<file path="src/rtl/hazard_pkg.sv">
// Shared widths and latency codes for the hazard scoreboard.
// Optional perf counters elsewhere are enabled by HZ_PERF_CNT_EN.
package hazard_pkg;
  localparam int REG_AW = 5;
  localparam int LAT_W  = 3;

  typedef logic [LAT_W-1:0] lat_t;

  localparam lat_t LAT_ALU  = lat_t'(0);
  localparam lat_t LAT_LOAD = lat_t'(1);
  localparam lat_t LAT_MUL  = lat_t'(2);
  localparam lat_t LAT_VAR  = '1;
endpackage

</file>
<file path="src/rtl/hazard_scoreboard_ctrl_if.sv">
// ID-stage / pipeline-control bundle of the hazard scoreboard.
// master = pipeline side, slave = scoreboard.
interface hazard_scoreboard_ctrl_if #(
  parameter int REG_AW = hazard_pkg::REG_AW,
  parameter int LAT_W  = hazard_pkg::LAT_W
);
  logic              id_valid;
  logic [REG_AW-1:0] id_rs1;
  logic [REG_AW-1:0] id_rs2;
  logic              id_rs1_used;
  logic              id_rs2_used;
  logic [REG_AW-1:0] id_rd;
  logic              id_rd_we;
  logic [LAT_W-1:0]  id_lat;
  logic              redirect;
  logic              lu_done;
  logic [REG_AW-1:0] lu_rd;
  logic              pc_write_en;
  logic              if_id_write_en;
  logic              id_ex_nop;
  logic              if_id_flush;
  logic              lu_busy;

  modport master (
    output id_valid, id_rs1, id_rs2,
    output id_rs1_used, id_rs2_used,
    output id_rd, id_rd_we, id_lat,
    output redirect, lu_done, lu_rd,
    input  pc_write_en, if_id_write_en,
    input  id_ex_nop, if_id_flush, lu_busy
  );

  modport slave (
    input  id_valid, id_rs1, id_rs2,
    input  id_rs1_used, id_rs2_used,
    input  id_rd, id_rd_we, id_lat,
    input  redirect, lu_done, lu_rd,
    output pc_write_en, if_id_write_en,
    output id_ex_nop, if_id_flush, lu_busy
  );
endinterface

</file>
<file path="src/rtl/hazard_scoreboard_ctrl_sb_entry.sv">
// One scoreboard countdown entry; all-ones marks a variable-latency
// result that only clears on the completion handshake.
module sb_entry
  import hazard_pkg::*;
#(
  parameter int LAT_W = hazard_pkg::LAT_W
) (
  input  logic             clk,
  input  logic             rst,
  input  logic             set_i,
  input  logic [LAT_W-1:0] set_val_i,
  input  logic             done_i,
  output logic [LAT_W-1:0] cnt_o
);
  localparam logic [LAT_W-1:0] VAR = '1;

  logic [LAT_W-1:0] cnt_q;
  logic [LAT_W-1:0] cnt_d;

  // a new issue overrides any completion in the same cycle
  always_comb begin
    cnt_d = cnt_q;
    if (set_i)
      cnt_d = set_val_i;
    else if (cnt_q == VAR) begin
      if (done_i)
        cnt_d = '0;
    end else if (cnt_q != '0)
      cnt_d = cnt_q - 1'b1;
  end

  always_ff @(posedge clk) begin
    if (rst)
      cnt_q <= '0;
    else
      cnt_q <= cnt_d;
  end

  assign cnt_o = cnt_q;
endmodule

</file>
<file path="src/rtl/hazard_scoreboard_ctrl.sv">
// Per-register latency scoreboard driving stall, bubble and flush.
// Define HZ_PERF_CNT_EN for stall/flush cycle counters.
module hazard_scoreboard_ctrl
  import hazard_pkg::*;
#(
  parameter int NUM_REGS = 32,
  parameter int REG_AW   = hazard_pkg::REG_AW,
  parameter int LAT_W    = hazard_pkg::LAT_W
) (
  input  logic clk,
  input  logic rst,
  hazard_scoreboard_ctrl_if.slave hz
`ifdef HZ_PERF_CNT_EN
  ,
  output logic [31:0] perf_stall_cycles,
  output logic [31:0] perf_flush_cycles
`endif
);
  localparam logic [LAT_W-1:0] VAR = '1;

  logic [LAT_W-1:0]    cnt [NUM_REGS];
  logic [NUM_REGS-1:0] var_hit;
  logic raw, waw, strc, stall, issue;

  assign cnt[0]     = '0;
  assign var_hit[0] = 1'b0;

  for (genvar r = 1; r < NUM_REGS; r++) begin : g_sb
    logic set, done;
    assign set = issue && hz.id_rd_we
              && (hz.id_rd == REG_AW'(r));
    assign done = hz.lu_done
               && (hz.lu_rd == REG_AW'(r));
    sb_entry #(.LAT_W(LAT_W)) u_ent (
      .clk       (clk),
      .rst       (rst),
      .set_i     (set),
      .set_val_i (hz.id_lat),
      .done_i    (done),
      .cnt_o     (cnt[r])
    );
    assign var_hit[r] = (cnt[r] == VAR);
  end

  assign hz.lu_busy = |var_hit;

  // entry 0 reads zero, so x0 never creates a hazard
  assign raw = hz.id_valid
    && ((hz.id_rs1_used && cnt[hz.id_rs1] != '0)
     || (hz.id_rs2_used && cnt[hz.id_rs2] != '0));
  assign waw = hz.id_valid && hz.id_rd_we
    && cnt[hz.id_rd] != '0;
  assign strc = hz.id_valid && hz.id_rd_we
    && hz.id_lat == VAR && hz.lu_busy;

  assign stall = (raw || waw || strc) && !hz.redirect;
  assign issue = hz.id_valid && !stall && !hz.redirect;

  always_comb begin
    hz.pc_write_en    = 1'b1;
    hz.if_id_write_en = 1'b1;
    hz.id_ex_nop      = 1'b0;
    hz.if_id_flush    = 1'b0;
    unique case (1'b1)
      hz.redirect: begin
        hz.if_id_flush = 1'b1;
        hz.id_ex_nop   = 1'b1;
      end
      stall: begin
        hz.pc_write_en    = 1'b0;
        hz.if_id_write_en = 1'b0;
        hz.id_ex_nop      = 1'b1;
      end
      default: ;
    endcase
  end

`ifdef HZ_PERF_CNT_EN
  logic [31:0] stall_q, flush_q;

  always_ff @(posedge clk) begin
    if (rst) begin
      stall_q <= '0;
      flush_q <= '0;
    end else begin
      stall_q <= stall_q + {31'd0, stall};
      flush_q <= flush_q + {31'd0, hz.redirect};
    end
  end

  assign perf_stall_cycles = stall_q;
  assign perf_flush_cycles = flush_q;
`endif
endmodule
</file>
<file path="src/flat_wrapper.sv">
// flat-port wrapper written by rule: the top's interface ports become plain ports
module hazard_scoreboard_ctrl_flat import hazard_pkg::*;
#(
  parameter int NUM_REGS = 32,
  parameter int REG_AW   = hazard_pkg::REG_AW,
  parameter int LAT_W    = hazard_pkg::LAT_W
)
  (clk, rst, hz_id_valid, hz_id_rs1, hz_id_rs2, hz_id_rs1_used, hz_id_rs2_used, hz_id_rd, hz_id_rd_we, hz_id_lat, hz_redirect, hz_lu_done, hz_lu_rd, hz_pc_write_en, hz_if_id_write_en, hz_id_ex_nop, hz_if_id_flush, hz_lu_busy);
  hazard_scoreboard_ctrl_if #(.REG_AW(REG_AW), .LAT_W(LAT_W)) hz_i ();
  input  logic clk;
  input  logic rst;
  input wire logic [$bits(hz_i.id_valid)-1:0] hz_id_valid;
  input wire logic [$bits(hz_i.id_rs1)-1:0] hz_id_rs1;
  input wire logic [$bits(hz_i.id_rs2)-1:0] hz_id_rs2;
  input wire logic [$bits(hz_i.id_rs1_used)-1:0] hz_id_rs1_used;
  input wire logic [$bits(hz_i.id_rs2_used)-1:0] hz_id_rs2_used;
  input wire logic [$bits(hz_i.id_rd)-1:0] hz_id_rd;
  input wire logic [$bits(hz_i.id_rd_we)-1:0] hz_id_rd_we;
  input wire logic [$bits(hz_i.id_lat)-1:0] hz_id_lat;
  input wire logic [$bits(hz_i.redirect)-1:0] hz_redirect;
  input wire logic [$bits(hz_i.lu_done)-1:0] hz_lu_done;
  input wire logic [$bits(hz_i.lu_rd)-1:0] hz_lu_rd;
  output wire logic [$bits(hz_i.pc_write_en)-1:0] hz_pc_write_en;
  output wire logic [$bits(hz_i.if_id_write_en)-1:0] hz_if_id_write_en;
  output wire logic [$bits(hz_i.id_ex_nop)-1:0] hz_id_ex_nop;
  output wire logic [$bits(hz_i.if_id_flush)-1:0] hz_if_id_flush;
  output wire logic [$bits(hz_i.lu_busy)-1:0] hz_lu_busy;
  assign hz_i.id_valid = hz_id_valid;
  assign hz_i.id_rs1 = hz_id_rs1;
  assign hz_i.id_rs2 = hz_id_rs2;
  assign hz_i.id_rs1_used = hz_id_rs1_used;
  assign hz_i.id_rs2_used = hz_id_rs2_used;
  assign hz_i.id_rd = hz_id_rd;
  assign hz_i.id_rd_we = hz_id_rd_we;
  assign hz_i.id_lat = hz_id_lat;
  assign hz_i.redirect = hz_redirect;
  assign hz_i.lu_done = hz_lu_done;
  assign hz_i.lu_rd = hz_lu_rd;
  assign hz_pc_write_en = hz_i.pc_write_en;
  assign hz_if_id_write_en = hz_i.if_id_write_en;
  assign hz_id_ex_nop = hz_i.id_ex_nop;
  assign hz_if_id_flush = hz_i.if_id_flush;
  assign hz_lu_busy = hz_i.lu_busy;
  hazard_scoreboard_ctrl #(.NUM_REGS(NUM_REGS), .REG_AW(REG_AW), .LAT_W(LAT_W)) u_core (.clk(clk), .rst(rst), .hz(hz_i));
endmodule
</file>
<file path="config.mk">
export PLATFORM = sky130hd
export DESIGN_NAME = hazard_scoreboard_ctrl_flat
export DESIGN_NICKNAME = d
export VERILOG_FILES = /design/src/rtl/hazard_pkg.sv /design/src/rtl/hazard_scoreboard_ctrl_if.sv /design/src/rtl/hazard_scoreboard_ctrl_sb_entry.sv /design/src/rtl/hazard_scoreboard_ctrl.sv /design/src/flat_wrapper.sv
export SDC_FILE = /design/constraint.sdc
export NUM_CORES = 1
export LEC_CHECK = 0
export CAP_MARGIN = 20
export CORE_UTILIZATION = 65
export CTS_BUF_LIST = sky130_fd_sc_hd__clkbuf_8
export DETAILED_ROUTE_END_ITERATION = 6
export GPL_ROUTABILITY_DRIVEN = 1
export PLACE_DENSITY = 0.87
export SLEW_MARGIN = 20
export SYNTH_ARGS = -nofsm -noshare
export SYNTH_HDL_FRONTEND = slang
export SYNTH_SLANG_ARGS = --single-unit
</file>
<file path="constraint.sdc">
create_clock -name clk -period 9.1 [get_ports clk]
set_input_delay 2.275 -clock clk [delete_from_list [all_inputs] [get_ports clk]]
set_output_delay 2.275 -clock clk [all_outputs]
set_load 0.02 [all_outputs]
</file>
Yosys cells after proc, flatten, opt, wreduce, memory -nomap -nowiden
Index checks and enable logic that the tools add are counted.
{"block": "totals", "elab_cells": 505, "in_bits": 31, "output_inout_bits": 5, "register_bits": 93}
{"block": "op_classes", "muxes": 136, "magnitude_cmp": 3, "n_reduce_logical": 176, "eq_ne": 125, "addsub": 31, "bitwise": 3}
{"cell": "$mux W3", "n": 130}
{"cell": "$reduce_bool A3 Y1", "n": 65}
{"cell": "$eq A5 B5 Y1 const B", "n": 32}
{"cell": "$eq A3 B3 Y1 const B", "n": 32}
{"cell": "$ne A3 B3 Y1 const B", "n": 31}
{"cell": "$sub A3 B1 Y3 const B", "n": 31}
{"cell": "$eq A5 B4 Y1 const B", "n": 16}
{"cell": "$logic_and A1 B1 Y1", "n": 73}
{"cell": "$reduce_and A2 Y1", "n": 31}
{"cell": "$bmux W3 S5", "n": 3}
{"cell": "$eq A5 B3 Y1 const B", "n": 8}
{"cell": "$reduce_or A31 Y1", "n": 1}
{"cell": "$eq A5 B2 Y1 const B", "n": 4}
{"cell": "$ge A6 B6 Y1 const B", "n": 3}
{"cell": "$not A5 Y6", "n": 3}
{"cell": "$eq A5 B1 Y1 const B", "n": 2}
{"cell": "$logic_or A1 B1 Y1", "n": 3}
{"cell": "$mux W1", "n": 3}
{"cell": "$logic_not A1 Y1", "n": 2}
{"cell": "$reduce_or A2 Y1", "n": 1}

Longest topological paths before layout
{"block": "depth", "ltp_word": 18, "mapped_depth": 11, "ltp_nobuf": 8}

Hierarchy
Synthesis repeated with hierarchy kept, for this count alone.
{"block": "hier_totals", "hier_cells": 1109, "hier_area_um2": 8795.9}
{"module": "sb_entry", "area_per_inst_um2": 216.5, "cells_per_inst": 25, "seq_area_each_um2": 60.1, "instances": 31}
{"module": "hazard_scoreboard_ctrl", "area_per_inst_um2": 2085.8, "cells_per_inst": 334, "seq_area_each_um2": 0.0, "instances": 1}

Worst setup path after synthesis
OpenSTA, ideal clock, no wires.
{"block": "synth_timing", "kind": "input to output", "from": "in hz_id_rs1[1]", "to": "out hz_pc_write_en", "required_ps": 6825, "path_stages": 9, "setup_slack_ps": 2453, "t_arrival_ps": 4372, "path_cell_list": "buf_2 mux4_2 a22oi_1 nor4b_2 buf_6 or2_2 nor2_1 a21bo_2 buf_4"}
{"block": "synth_between", "elab_chain_len": 12}
{"element": "start, declared", "line_no": "flat_wrapper.sv:13", "text": "input wire logic [$bits(hz_i.id_rs1)-1:0] hz_id_rs1;"}
{"element": "$not A5 Y6 (implied by the code)", "line_no": "hazard_scoreboard_ctrl.sv:49", "text": "&& ((hz.id_rs1_used && cnt[hz.id_rs1] != '0)"}
{"element": "$bmux W3 S5", "line_no": "hazard_scoreboard_ctrl.sv:49"}
{"element": "$mux W3 (implied by the code) (2 in series)", "line_no": "hazard_scoreboard_ctrl.sv:49"}
{"element": "$reduce_bool A3 Y1", "line_no": "hazard_scoreboard_ctrl.sv:49"}
{"element": "$logic_and A1 B1 Y1", "line_no": "hazard_scoreboard_ctrl.sv:49"}
{"element": "$logic_or A1 B1 Y1", "line_no": "hazard_scoreboard_ctrl.sv:50", "text": "|| (hz.id_rs2_used && cnt[hz.id_rs2] != '0));"}
{"element": "$logic_and A1 B1 Y1", "line_no": "hazard_scoreboard_ctrl.sv:49"}
{"element": "$logic_or A1 B1 Y1 (2 in series)", "line_no": "hazard_scoreboard_ctrl.sv:56", "text": "assign stall = (raw || waw || strc) && !hz.redirect;"}
{"element": "$logic_and A1 B1 Y1", "line_no": "hazard_scoreboard_ctrl.sv:56"}
{"element": "$mux W1"}
{"element": "end, declared", "line_no": "flat_wrapper.sv:23", "text": "output wire logic [$bits(hz_i.pc_write_en)-1:0] hz_pc_write_en;"}
Every way passes these cells. The select of a mux whose other input is x is not followed.

Worst setup path in the final report
{"block": "layout_timing", "from": "in hz_id_rd[1]", "to": "out hz_id_ex_nop"}
{"block": "layout_between", "elab_chain_len": 11}
{"element": "start, declared", "line_no": "flat_wrapper.sv:17", "text": "input wire logic [$bits(hz_i.id_rd)-1:0] hz_id_rd;"}
{"element": "$not A5 Y6 (implied by the code)", "line_no": "hazard_scoreboard_ctrl.sv:52", "text": "&& cnt[hz.id_rd] != '0;"}
{"element": "$bmux W3 S5", "line_no": "hazard_scoreboard_ctrl.sv:52"}
{"element": "$mux W3 (implied by the code) (2 in series)", "line_no": "hazard_scoreboard_ctrl.sv:52"}
{"element": "$reduce_bool A3 Y1", "line_no": "hazard_scoreboard_ctrl.sv:52"}
{"element": "$logic_and A1 B1 Y1", "line_no": "hazard_scoreboard_ctrl.sv:52"}
{"element": "$logic_or A1 B1 Y1 (2 in series)", "line_no": "hazard_scoreboard_ctrl.sv:56"}
{"element": "$logic_and A1 B1 Y1", "line_no": "hazard_scoreboard_ctrl.sv:56"}
{"element": "$reduce_or A2 Y1 (no line)"}
{"element": "$mux W1", "line_no": "hazard_scoreboard_ctrl.sv:64", "text": "unique case (1'b1)"}
{"element": "end, declared", "line_no": "flat_wrapper.sv:25", "text": "output wire logic [$bits(hz_i.id_ex_nop)-1:0] hz_id_ex_nop;"}
Every way passes these cells. The select of a mux whose other input is x is not followed.

==> impl_results.md <==
- Final hold viol count: 0
- Leak pwr: 0.003706 uW
- Post-synth ARST share: 0%
- IO Port Bufs: 35
- EDFF count, synth: 0
- Worst-case reg-to-reg path depth: 8
- Drt drc: 0
- Sequential area share after synthesis: 21.19%
- Cells after Synth: 1,107
- DR pass1 iterations: 7
- Synth Area in Adders: 4.415%
- Hold-fix buffers, CTS: 0
- Setup TNS: 0 ps
- Crit path time final: 7912 ps
- Max reg flops: 93
- Worst Hold Class: register to register
- CP max stage delay: 1110 ps
- CTS Buffer Depth: 2
- Slew headroom: approximately a quarter
- Worst setup SP type: primary input
- PD cells: 303.5 mW/mm^2
- Clock buffer count from CTS: 9
- Routability-driven placement congestion ratio: 0.9978
- Gr usage total: 33.93%
- Clk slew on worst S/H paths: 90 ps
- Crit Reg-Reg Startpoint: u_core.g_sb[15].u_ent.cnt_o[0]
- Die height: 118.3 um
- Total nets after synthesis: 1,169
- Syn Area/Cell: 7.936 um^2
- Worst path slowest cell: clkdlybuf4s50_1
- Fin Clk Skew: 15.43 ps
- Largest net degree at the start of global routing: 52
- Yosys cell types: 68
- CTS tree: built
- Max-capacitance violation count: 0
- Setup Buffers After CTS: 0
- Most common cell in the netlist: nor2_1
- Synth-to-Final Area Change: 4.472%
- Hold Startpoint: u_core.g_sb[14].u_ent.cnt_o[1]
- CP Capture Type: primary output
- N_diodes: 0
- Post-synthesis compound-gate area fraction: 16.08%
- Row cnt: between 40 and 50
- Routed wire length: 23,340 um
- Total vias in the final route: ~8,200
- CP Cell Sequence: clkdlybuf4s50_1, nor2b_1, a221oi_1, a211oi_1, o32ai_4, a21bo_2, a21oi_1, clkdlybuf4s50_1
- Crit. Startpoint: hz_id_rd[1]
- Gr ovfl total: 0
- Initial antenna violation count: 0
- Worst Hold Depth: 2
- Post-CTS resize count: 0
- Layout cell share with drive strength beyond 1: 12.12%
- Synth top area cells: dfxtp_1 (21%), nor2_1 (7.5%), a21oi_1 (5.4%)
- Outcome: finished clean
- Via/cell ratio: 6.603
- CTS root buf: clkbuf_8
- # setup viols final: 0
- CTS sink count: 93
- FMAX: roughly 130 MHz
- Commonest cells in the netlist: nor2_1 (175), a21oi_1 (95), dfxtp_1 (93), nand2_1 (61), nor3_1 (54)
- Worst-Margin Slew: ~1100 ps
- Synth Area in Simple Gates: 32.26%
- CP arrival: 5640 ps
- Synthesized area: between 0.008 and 0.009 mm^2
- H-tree depth: 3
- Synth Area in XOR/XNOR: roughly 2.9%
- Tcrit/Tclk final: 86.95%
- Routed Antenna Nets: 0
- Detailed placement HPWL: 17,170 um
- Final net count: between 1,000 and 1,500
- Core area: 0.01319 mm^2
- Post-DP Area: 0.008994 mm^2
- Post-Layout Inst Area: 0.009178 mm^2
- Synth top area share: 21.19%
- Die Span X: around 120 um
- Clk_lat worst skew: 410 ps
- WL/cell: 18.69 um
- Number of synthesized register bits: 93
- Ys Warns: 0
- CP Data Required Time: between 6000 and 7000 ps
- Worst Setup Path Type: primary input to primary output
- Mux contribution to synthesized area: 15.94%
- Vias in the first global route: 7,279
- Max-slew violations: 0
- Die area: about 0.014 mm^2
- Detailed Route Iter0 Violations: 1,035
- Maximum net fanout on the critical path: 28
- Synth Flop Type: dfxtp_1
- Maximum VDD drop: 0.1880 mV
- Most used cell, CP: clkdlybuf4s50_1
- Starting Density: 66.60%
- Unrepaired setup endpoints after global routing: no
- Largest family of logic cells by synthesized area: simple AND/OR/NAND/NOR gates
- First-pass GRT wire length: 37,180 um
- Post-synth top area cell: dfxtp_1
- # IOs: 36
==> cells by family after synthesis <==
kind of cell               Yosys count
DFF                                 93
buffers and inverters              136
xor gates and xnor gates            29
adders and majority gates           31
AOI/OAI and AO/OA                  229
muxes                              110
and+or+nand+nor                    479
==> cell usage in the layout, fill, tap and decap left out, types with 19 or more instances in the layout <==
cell	synthesis	final
a21oi_1	95	95
a31oi_1	38	38
clkdlybuf4s50_1	0	34
dfxtp_1	93	93
ha_1	31	31
inv_1	41	44
mux2_1	32	32
mux2_2	21	21
mux2_4	20	20
mux2i_1	27	27
nand2_1	61	61
nand3_1	38	38
nand4_1	21	21
nor2_1	175	174
nor2b_1	21	19
nor3_1	54	54
nor4_4	20	21
o21ai_0	36	36
xor2_1	23	23
==> through the flow <==
step	cells	setup WS (ps)	hold WS (ps)	power (uW)	utilization, %
floorplan	1107	2453	579.8	2153	-
global placement	1233	1247	614.6	2401	68.18
detailed placement	1233	1225	617.3	2472	68.18
CTS	1249	1228	634.0	2754	69.58
global route	1249	1032	674.7	3037	69.58
finish	1249	1188	647.3	2785	69.58
==> worst max-delay path, delay by kind of cell <==
kind	cells	cell delay, ps
buffers and inverters	2	1750
AO/OA/AOI/OAI	5	1120
AND/OR/NAND/NOR	1	480
==> report_power, final <==
group          internal [uW]  switching, uW  total, uW
logic                    770            894       1660
registers                572            273        845
clock network            123            153        276
==> final timing paths <==
| check | to | slack, ps |
|---|---|---|
| max | hz_id_ex_nop | 1190 |
| min | u_core.g_sb[14].u_ent.cnt_o[1] | 650 |
| max reg2reg | u_core.g_sb[19].u_ent.cnt_o[1] | 5570 |
| min reg2reg | u_core.g_sb[14].u_ent.cnt_o[1] | 650 |
==> metal layers <==
layer,wire length [um],track usage (%)
met5,0,0
met4,1097,16.83
met3,2297,9.266
met2,10330,53.01
met1,9620,42.92
==> final cells by class <==
class | instances | area, um^2
sequential | 93 | 1862
clock buffer | 9 | 123.9
fill | 1037 | 4013
multi-input combinational | 878 | 6341
timing repair buffer | 44 | 412.9
clock inverter | 7 | 60.06
tap | 176 | 220.2
inverter | 42 | 157.7
Note: power is estimated with default switching activity, not from simulation.
